==> config.mk <==
export PLATFORM = sky130hd
export DESIGN_NAME = wb_width_adapter
export DESIGN_NICKNAME = d
export VERILOG_FILES = /design/src/rtl/wb_width_adapter_pkg.sv /design/src/rtl/wb_width_adapter.sv
export SDC_FILE = /design/constraint.sdc
export NUM_CORES = 1
export LEC_CHECK = 0
export ABC_AREA = 1
export CORE_ASPECT_RATIO = 1.5
export CORE_MARGIN = 4
export CORE_UTILIZATION = 54
export DETAILED_ROUTE_END_ITERATION = 10
export PLACE_DENSITY = 0.94
export SYNTH_ARGS = -nofsm -noshare
export SYNTH_HDL_FRONTEND = slang
export SYNTH_SLANG_ARGS = --single-unit
==> constraint.sdc <==
create_clock -name clk_i -period 3.3 [get_ports clk_i]
set_clock_uncertainty 0.2 [all_clocks]
set_input_delay 0.495 -clock clk_i [delete_from_list [all_inputs] [get_ports clk_i]]
set_output_delay 0.495 -clock clk_i [all_outputs]
set_load 0.01 [all_outputs]
==> src/rtl/wb_width_adapter_pkg.sv <==
// Shared types and constants for the Wishbone width adapter.
package wb_width_adapter_pkg;

   localparam int ADR_W = 24;

   localparam logic [2:0] CTI_CLASSIC = 3'b000;
   localparam logic [1:0] BTE_LINEAR  = 2'b00;

   typedef enum logic [2:0] {
      IDLE,
      ISSUE,
      WAIT,
      GAP,
      DONE
   } state_t;

endpackage

==> src/rtl/wb_width_adapter.sv <==
// Wishbone width adapter: one BYTES-wide upstream access becomes BYTES
// little-endian single-byte accesses on the downstream (SPI SRAM) port.
// Optional feature: define WB_WIDTH_ADAPTER_READ_CACHE_EN for a
// single-entry read cache that answers repeated reads without SRAM traffic.
//
// state | meaning
// IDLE  | waiting for an upstream request
// ISSUE | load downstream address/data for byte k
// WAIT  | downstream strobe held until m_ack_i
// GAP   | one strobe-low cycle so the SRAM controller drops chip select
// DONE  | issue the upstream ack (if the master is still requesting)
module wb_width_adapter
   import wb_width_adapter_pkg::*;
#(
   parameter int BYTES = 2
) (
   input  logic                 clk_i,
   input  logic                 rst_i,
   input  logic                 cyc_i,
   input  logic                 stb_i,
   input  logic [ADR_W-1:0]     adr_i,
   input  logic                 we_i,
   input  logic [8*BYTES-1:0]   dat_i,
   output logic                 ack_o,
   output logic                 err_o,
   output logic                 rty_o,
   output logic [8*BYTES-1:0]   dat_o,
   output logic                 m_cyc_o,
   output logic                 m_stb_o,
   output logic [ADR_W-1:0]     m_adr_o,
   output logic                 m_we_o,
   output logic [7:0]           m_dat_o,
   output logic [2:0]           m_cti_o,
   output logic [1:0]           m_bte_o,
   input  logic                 m_ack_i,
   input  logic [7:0]           m_dat_i
);

   localparam int DW = 8 * BYTES;
   localparam int KW = (BYTES > 1) ? $clog2(BYTES) : 1;
   localparam logic [KW-1:0] K_LAST = KW'(BYTES - 1);

   state_t            state_q, state_d;
   logic [KW-1:0]     k_q;
   logic [ADR_W-1:0]  base_q;
   logic              we_q;
   logic [DW-1:0]     wdat_q;
   logic [DW-1:0]     rbuf_q;
   logic              req;
   logic              hit;

   assign req     = cyc_i && stb_i;
   assign err_o   = 1'b0;
   assign rty_o   = 1'b0;
   assign m_cti_o = CTI_CLASSIC;
   assign m_bte_o = BTE_LINEAR;

`ifdef WB_WIDTH_ADAPTER_READ_CACHE_EN
   logic              cache_vld_q;
   logic [ADR_W-1:0]  cache_adr_q;
   logic [DW-1:0]     cache_dat_q;
   logic [ADR_W-1:0]  dist_fwd, dist_bwd;
   logic              wr_overlap;

   // Byte ranges overlap when either start lies within BYTES of the other,
   // measured modulo the 24-bit address space.
   assign dist_fwd   = adr_i - cache_adr_q;
   assign dist_bwd   = cache_adr_q - adr_i;
   assign wr_overlap = (dist_fwd < ADR_W'(BYTES)) || (dist_bwd < ADR_W'(BYTES));
   assign hit        = !we_i && cache_vld_q && (adr_i == cache_adr_q);
`else
   assign hit = 1'b0;
`endif

   // State register.
   always_ff @(posedge clk_i) begin
      if (rst_i) state_q <= IDLE;
      else       state_q <= state_d;
   end

   // Next-state decode; an upstream drop in any transfer state aborts to IDLE.
   always_comb begin
      state_d = state_q;
      case (state_q)
         IDLE:    if (req && !ack_o) state_d = hit ? DONE : ISSUE;
         ISSUE:   state_d = req ? WAIT : IDLE;
         WAIT: begin
            if (!req)         state_d = IDLE;
            else if (m_ack_i) state_d = (k_q == K_LAST) ? DONE : GAP;
         end
         GAP:     state_d = req ? ISSUE : IDLE;
         DONE:    state_d = IDLE;
         default: state_d = IDLE;
      endcase
   end

   // Request capture, registered downstream bus, read assembly and upstream ack.
   always_ff @(posedge clk_i) begin
      if (rst_i) begin
         ack_o   <= 1'b0;
         m_cyc_o <= 1'b0;
         m_stb_o <= 1'b0;
         m_we_o  <= 1'b0;
         m_adr_o <= '0;
         m_dat_o <= '0;
         dat_o   <= '0;
         k_q     <= '0;
         base_q  <= '0;
         we_q    <= 1'b0;
         wdat_q  <= '0;
         rbuf_q  <= '0;
      end else begin
         ack_o <= 1'b0;
         case (state_q)
            IDLE: begin
               if (req && !ack_o) begin
                  base_q <= adr_i;
                  we_q   <= we_i;
                  wdat_q <= dat_i;
                  k_q    <= '0;
`ifdef WB_WIDTH_ADAPTER_READ_CACHE_EN
                  if (hit) rbuf_q <= cache_dat_q;
`endif
               end
            end
            ISSUE: begin
               if (req) begin
                  m_cyc_o <= 1'b1;
                  m_stb_o <= 1'b1;
                  m_we_o  <= we_q;
                  m_adr_o <= base_q + ADR_W'(k_q);
                  m_dat_o <= wdat_q[8*k_q +: 8];
               end
            end
            WAIT: begin
               if (!req || m_ack_i) begin
                  m_cyc_o <= 1'b0;
                  m_stb_o <= 1'b0;
                  m_we_o  <= 1'b0;
               end
               if (req && m_ack_i) begin
                  if (!we_q) rbuf_q[8*k_q +: 8] <= m_dat_i;
                  if (k_q != K_LAST) k_q <= k_q + 1'b1;
               end
            end
            DONE: begin
               if (req) begin
                  ack_o <= 1'b1;
                  if (!we_q) dat_o <= rbuf_q;
               end
            end
            default: ;
         endcase
      end
   end

`ifdef WB_WIDTH_ADAPTER_READ_CACHE_EN
   // Cache entry: filled by every completed read, dropped by overlapping writes and aborts.
   always_ff @(posedge clk_i) begin
      if (rst_i) begin
         cache_vld_q <= 1'b0;
         cache_adr_q <= '0;
         cache_dat_q <= '0;
      end else if (state_q == IDLE && req && !ack_o && we_i && wr_overlap) begin
         cache_vld_q <= 1'b0;
      end else if ((state_q inside {ISSUE, WAIT, GAP}) && !req) begin
         cache_vld_q <= 1'b0;
      end else if (state_q == DONE && !we_q) begin
         cache_vld_q <= 1'b1;
         cache_adr_q <= base_q;
         cache_dat_q <= rbuf_q;
      end
   end
`endif

endmodule

# ---- Word-level counts from Yosys, hierarchy flattened
# Index checks and enable logic that the tools add are counted.
# Widths: inputs -> output; s select.
dict set report classes {
  n_addsub 3
  n_eq_ne 9
  n_shift 3
  muxes 18
  n_bitwise 2
  n_reduce_logical 17
}
# cell count
set ops {}
lappend ops {{$neg 4->34} 1}
lappend ops {{$shift 8x34->16 const A} 1}
lappend ops {{$shiftx 8x34->16} 1}
lappend ops {{$add 24x1->24} 1}
lappend ops {{$bwmux 16} 1}
lappend ops {{$shiftx 16x5->8} 1}
lappend ops {{$mux 3} 4}
lappend ops {{$pmux 3 s4} 1}
lappend ops {{$reduce_and 3->1} 4}
lappend ops {{$mux 1} 8}
lappend ops {{$ne 2x2->1 const B} 4}
lappend ops {{$eq 3x2->1 const B} 2}
lappend ops {{$pmux 1 s2} 3}
lappend ops {{$reduce_and 2->1} 3}
lappend ops {{$reduce_bool 2->1} 2}
lappend ops {{$eq 3x1->1 const B} 1}
lappend ops {{$eq 3x3->1 const B} 1}
lappend ops {{$logic_and 1x1->1} 3}
lappend ops {{$logic_not 3->1} 1}
lappend ops {{$ne 3x3->1 const B} 1}
lappend ops {{$logic_not 1->1} 2}
lappend ops {{$mux 2} 1}
lappend ops {{$not 1->1} 2}
lappend ops {{$reduce_or 2->1} 1}
lappend ops {{other kinds (2)} 2}
dict set report totals {
  reg_bits 112
  out_inout_bits 59
  elab_cells 64
}

# ---- Longest topological paths before layout
dict set report depth {
  word_depth 5
  ltp_mapped 11
}

# ---- Least setup slack after synthesis
# Ideal clock, no wire load.
dict set report synth_timing {
  path_kind {flip-flop to flip-flop}
  startpoint {register k_q}
  endpoint {register m_adr_o[16]}
  setup_ns 0.109
  arrival_time_ns 1.337
  required_time_ns 2.991
  setup_slack_ns 1.654
  stages_incl_launch_ff 12
  n_path_buf 0
  path_cell_list {dfxtp_1 > ha_1 > ha_1 > nand2_1 > nor2_4 > nand2_1 > nor2_2 > nand2_1 > nand2_1 > nand3_1 > nand2_1 > inv_1}
}
dict set report synth_via {
  elab_chain_len 1
}
# item line
set synth_rtl {}
lappend synth_rtl {{start: declaration} wb_width_adapter.sv:44} ;# logic [KW-1:0] k_q;
lappend synth_rtl {{start signal: assignment} wb_width_adapter.sv:143} ;# if (k_q != K_LAST) k_q <= k_q + 1'b1;
lappend synth_rtl {{$add 24x1->24} wb_width_adapter.sv:131} ;# m_adr_o <= base_q + ADR_W'(k_q);
lappend synth_rtl {{end signal: assignment} wb_width_adapter.sv:131}
lappend synth_rtl {{end: declaration} wb_width_adapter.sv:30} ;# output logic [ADR_W-1:0] m_adr_o,
# No other way between the ends.
# A chain may end at the register's enable or synchronous reset.

# ---- Worst setup path after layout
dict set report layout_timing {
  startpoint {input cyc_i}
  endpoint {register m_adr_o[5]}
}
dict set report layout_via {
  elab_chain_len 2
}
# item line
set layout_rtl {}
lappend layout_rtl {{start: declaration} wb_width_adapter.sv:19} ;# input logic cyc_i,
lappend layout_rtl {{$logic_and 1x1->1} wb_width_adapter.sv:52} ;# assign req = cyc_i && stb_i;
lappend layout_rtl {{$reduce_and 2->1 (no line)} n/a}
# No other way between the ends.

==> results.json <==
{
  "status": "finished clean",
  "num_antenna_cells": 0,
  "clkLatencyLatePin_ns": 0.35,
  "dieArea_um2": 10600,
  "grt_pass1_vias": 4540,
  "worstSetupEndpoint": "m_adr_o[5]",
  "syn_avg_cell_area_um2": 7.51,
  "postSynthRegisterBits": 112,
  "final_common_cell": "dfxtp_1",
  "drive_gt1_frac": 0.0733,
  "syn_area_um2": 4850,
  "numCtsBuffers": 9,
  "final_cell_mix": "dfxtp_1 (112), nor2_1 (110), clkdlybuf4s50_1 (105)",
  "vias": 4508,
  "ant_nets": 0,
  "finalHoldViolCount": 0,
  "p_leak_nw": 2.35,
  "io_pins": 113,
  "first_pass_iters": 5,
  "reg2reg_from": "state_q[0]",
  "crit_start": "cyc_i",
  "cts_tree": "built",
  "viasPerCell": 5.32,
  "hold_buffers": 0,
  "final_util": 0.707,
  "r2r_cells": 7,
  "relSlewSlack": 0.577,
  "die_h_um": 124,
  "area_growth_pct": 28.0,
  "drt_wl_total_um": 12400,
  "synth_edf_count": 0,
  "wl_met3_um": 727,
  "antenna_found_initial": 0,
  "cts.sinks": 112,
  "highest_layer": "met4",
  "tightest_slew_ns": 0.634,
  "first_iter_violations": 220,
  "setup_violations": 0,
  "dp_cells": 831,
  "hp-class": "reg2reg",
  "timing.hold.ws_ns": 0.255,
  "dieWidth_um": 85.4,
  "initial_utilization": 0.552,
  "rsz0062_at_grt": "no",
  "setup_tns_ns": 0,
  "post-dp-hpwl_um": 8970,
  "synthFlopType": "dfxtp_1",
  "fin_crit_ns": 2.52,
  "grt_util_all_layers": 0.238,
  "endpoint_kind": "flop",
  "synth_top_area_frac": 0.463,
  "p_per_area_nw_per_um2": 483,
  "finalNonFillerCells": 847,
  "routedWlPerCell_um": 14.6,
  "r2r-end": "m_adr_o[5]",
  "max_cap_violations": 0,
  "yosysSeqAreaShare": 0.463,
  "ys_top_cells_by_area": "dfxtp_1 (46%), nor2_1 (8.5%), a21oi_1 (8.0%), o21ai_0 (6.3%), inv_1 (5.0%)",
  "cts_root_buf": "clkbuf_16",
  "ys.warnings.count": 0,
  "slowest_delay_ns": 0.47,
  "synthArstFlopShare": 0,
  "wl_met1_um": 4680,
  "worst-setup-path-type": "in2reg",
  "place_congestion": 0.980,
  "yosysUniqueCellTypes": 33,
  "post_cts_buffers": 0,
  "grt_start_max_net_pins": 52,
  "htree_levels": 3,
  "netlist_instances": 645,
  "path_clk_slew_ns": 0.07,
  "cp_max_fo": 35,
  "rows": 42,
  "fin_crit_sh": 0.763,
  "critPathLaunchType": "input pin",
  "cp.arrival_ns": 2.61,
  "wl_met2_um": 6530,
  "core_area_um2": 8780,
  "fmax_mhz": 397,
  "grt_pass1_wl_um": 20100,
  "dp_slack_ns": 0.435,
  "drcViolationCount": 0,
  "crit_slowest_cell": "clkdlybuf4s50_1",
  "fin_nets": 788,
  "cts_resized": 0,
  "cp.required_ns": 3.39,
  "ir_worst_vdd_mv": 0.502,
  "overflow": 0,
  "finalMaxSlewViolations": 0,
  "cts.path.max_buffers": 2,
  "worstPathCellList": "clkdlybuf4s50_1 > nand2_2 > inv_2 > nand4_1 > inv_2 > buf_12 > nor2_1 > nor2_1 > o21ai_0 > inv_1",
  "hold_path.startpoint": "rbuf_q[9]",
  "r2r_setup_slack_ns": 1.11,
  "netlist.top_cell.by_area": "dfxtp_1",
  "numPortBuffers": 105,
  "setup_ws_ns": 0.783
}
-- state kept, by name, indices dropped and copies added, names as in the netlist, 3 cells and up --
register  flops
base_q       24
m_adr_o      24
rbuf_q       16
dat_o        16
wdat_q       16
m_dat_o       8
state_q       3
-- cells by family (layout without fill, tap and decap cells) --
kind of cell,Yosys count,count (layout),share of synthesized area
buffers and inverters,112,198,0.113
other,1,7,0.000774
adder cells (fa/ha/maj),2,2,0.00516
AND/OR/NAND/NOR,223,223,0.202
AO/OA/AOI/OAI,186,186,0.200
XOR/XNOR,9,9,0.0163
flip-flops,112,112,0.463
-- worst min path at each step --
stage | cells after the start | slack, ns | end
global route | 2 | 0.28 | rbuf_q[12]
detailed placement | 2 | 0.25 | rbuf_q[4]
finish | 2 | 0.25 | dat_o[9]
floorplan | 2 | 0.23 | dat_o[0]
global placement | 2 | 0.24 | rbuf_q[5]
CTS | 2 | 0.26 | rbuf_q[4]
-- metrics by stage --
step / instance area (um2) / power [W]
floorplan: 4870 / 0.00163
global placement: 5850 / 0.00174
detailed placement: 5850 / 0.00176
CTS: 6200 / 0.00301
global route: 6200 / 0.00310
finish: 6200 / 0.00300
-- report_power, final --
| group | total, W | internal [W] | switching (W) |
|---|---|---|---|
| clock | 0.00127 | 0.000782 | 0.000485 |
| sequential | 0.00144 | 0.00140 | 0.0000394 |
| combinational | 0.000287 | 0.000138 | 0.000149 |
| total | 0.00300 | 0.00232 | 0.000673 |
-- Yosys cell counts (3+ instances only) --
cell type / instances
nor2_4: 3
inv_1: 65
buf_4: 12
xor2_1: 3
a21oi_1: 77
nand3_1: 25
nand2_2: 4
a21oi_2: 4
buf_2: 6
nor2_1: 110
nor2_2: 3
nand2_1: 63
buf_6: 10
o21ai_1: 38
clkbuf_1: 12
inv_2: 5
dfxtp_1: 112
nand4_1: 4
xnor2_1: 6
o21ai_0: 61
o21ai_2: 4
-- area by class of cell --
class,instances,area (um2)
Timing Repair Buffer,111,1120
Tap cell,110,138
Fill cell,665,2570
Clock buffer,11,253
Clock inverter,5,103
Inverter,71,267
Sequential cell,112,2240
Multi-Input combinational cell,427,2080
-- critical path: cells and delay by family --
family,cells,cell delay [ns]
AOI/OAI and AO/OA,1,0.10
and+or+nand+nor,4,0.62
buffers and inverters,5,1.38
-- per-layer routing --
metal,global-route usage,vias up
li1,-,2243
met1,0.248,2073
met2,0.434,156
met3,0.0682,36
met4,0.119,0
met5,0,-
Note: power is estimated with default switching activity, not from simulation.
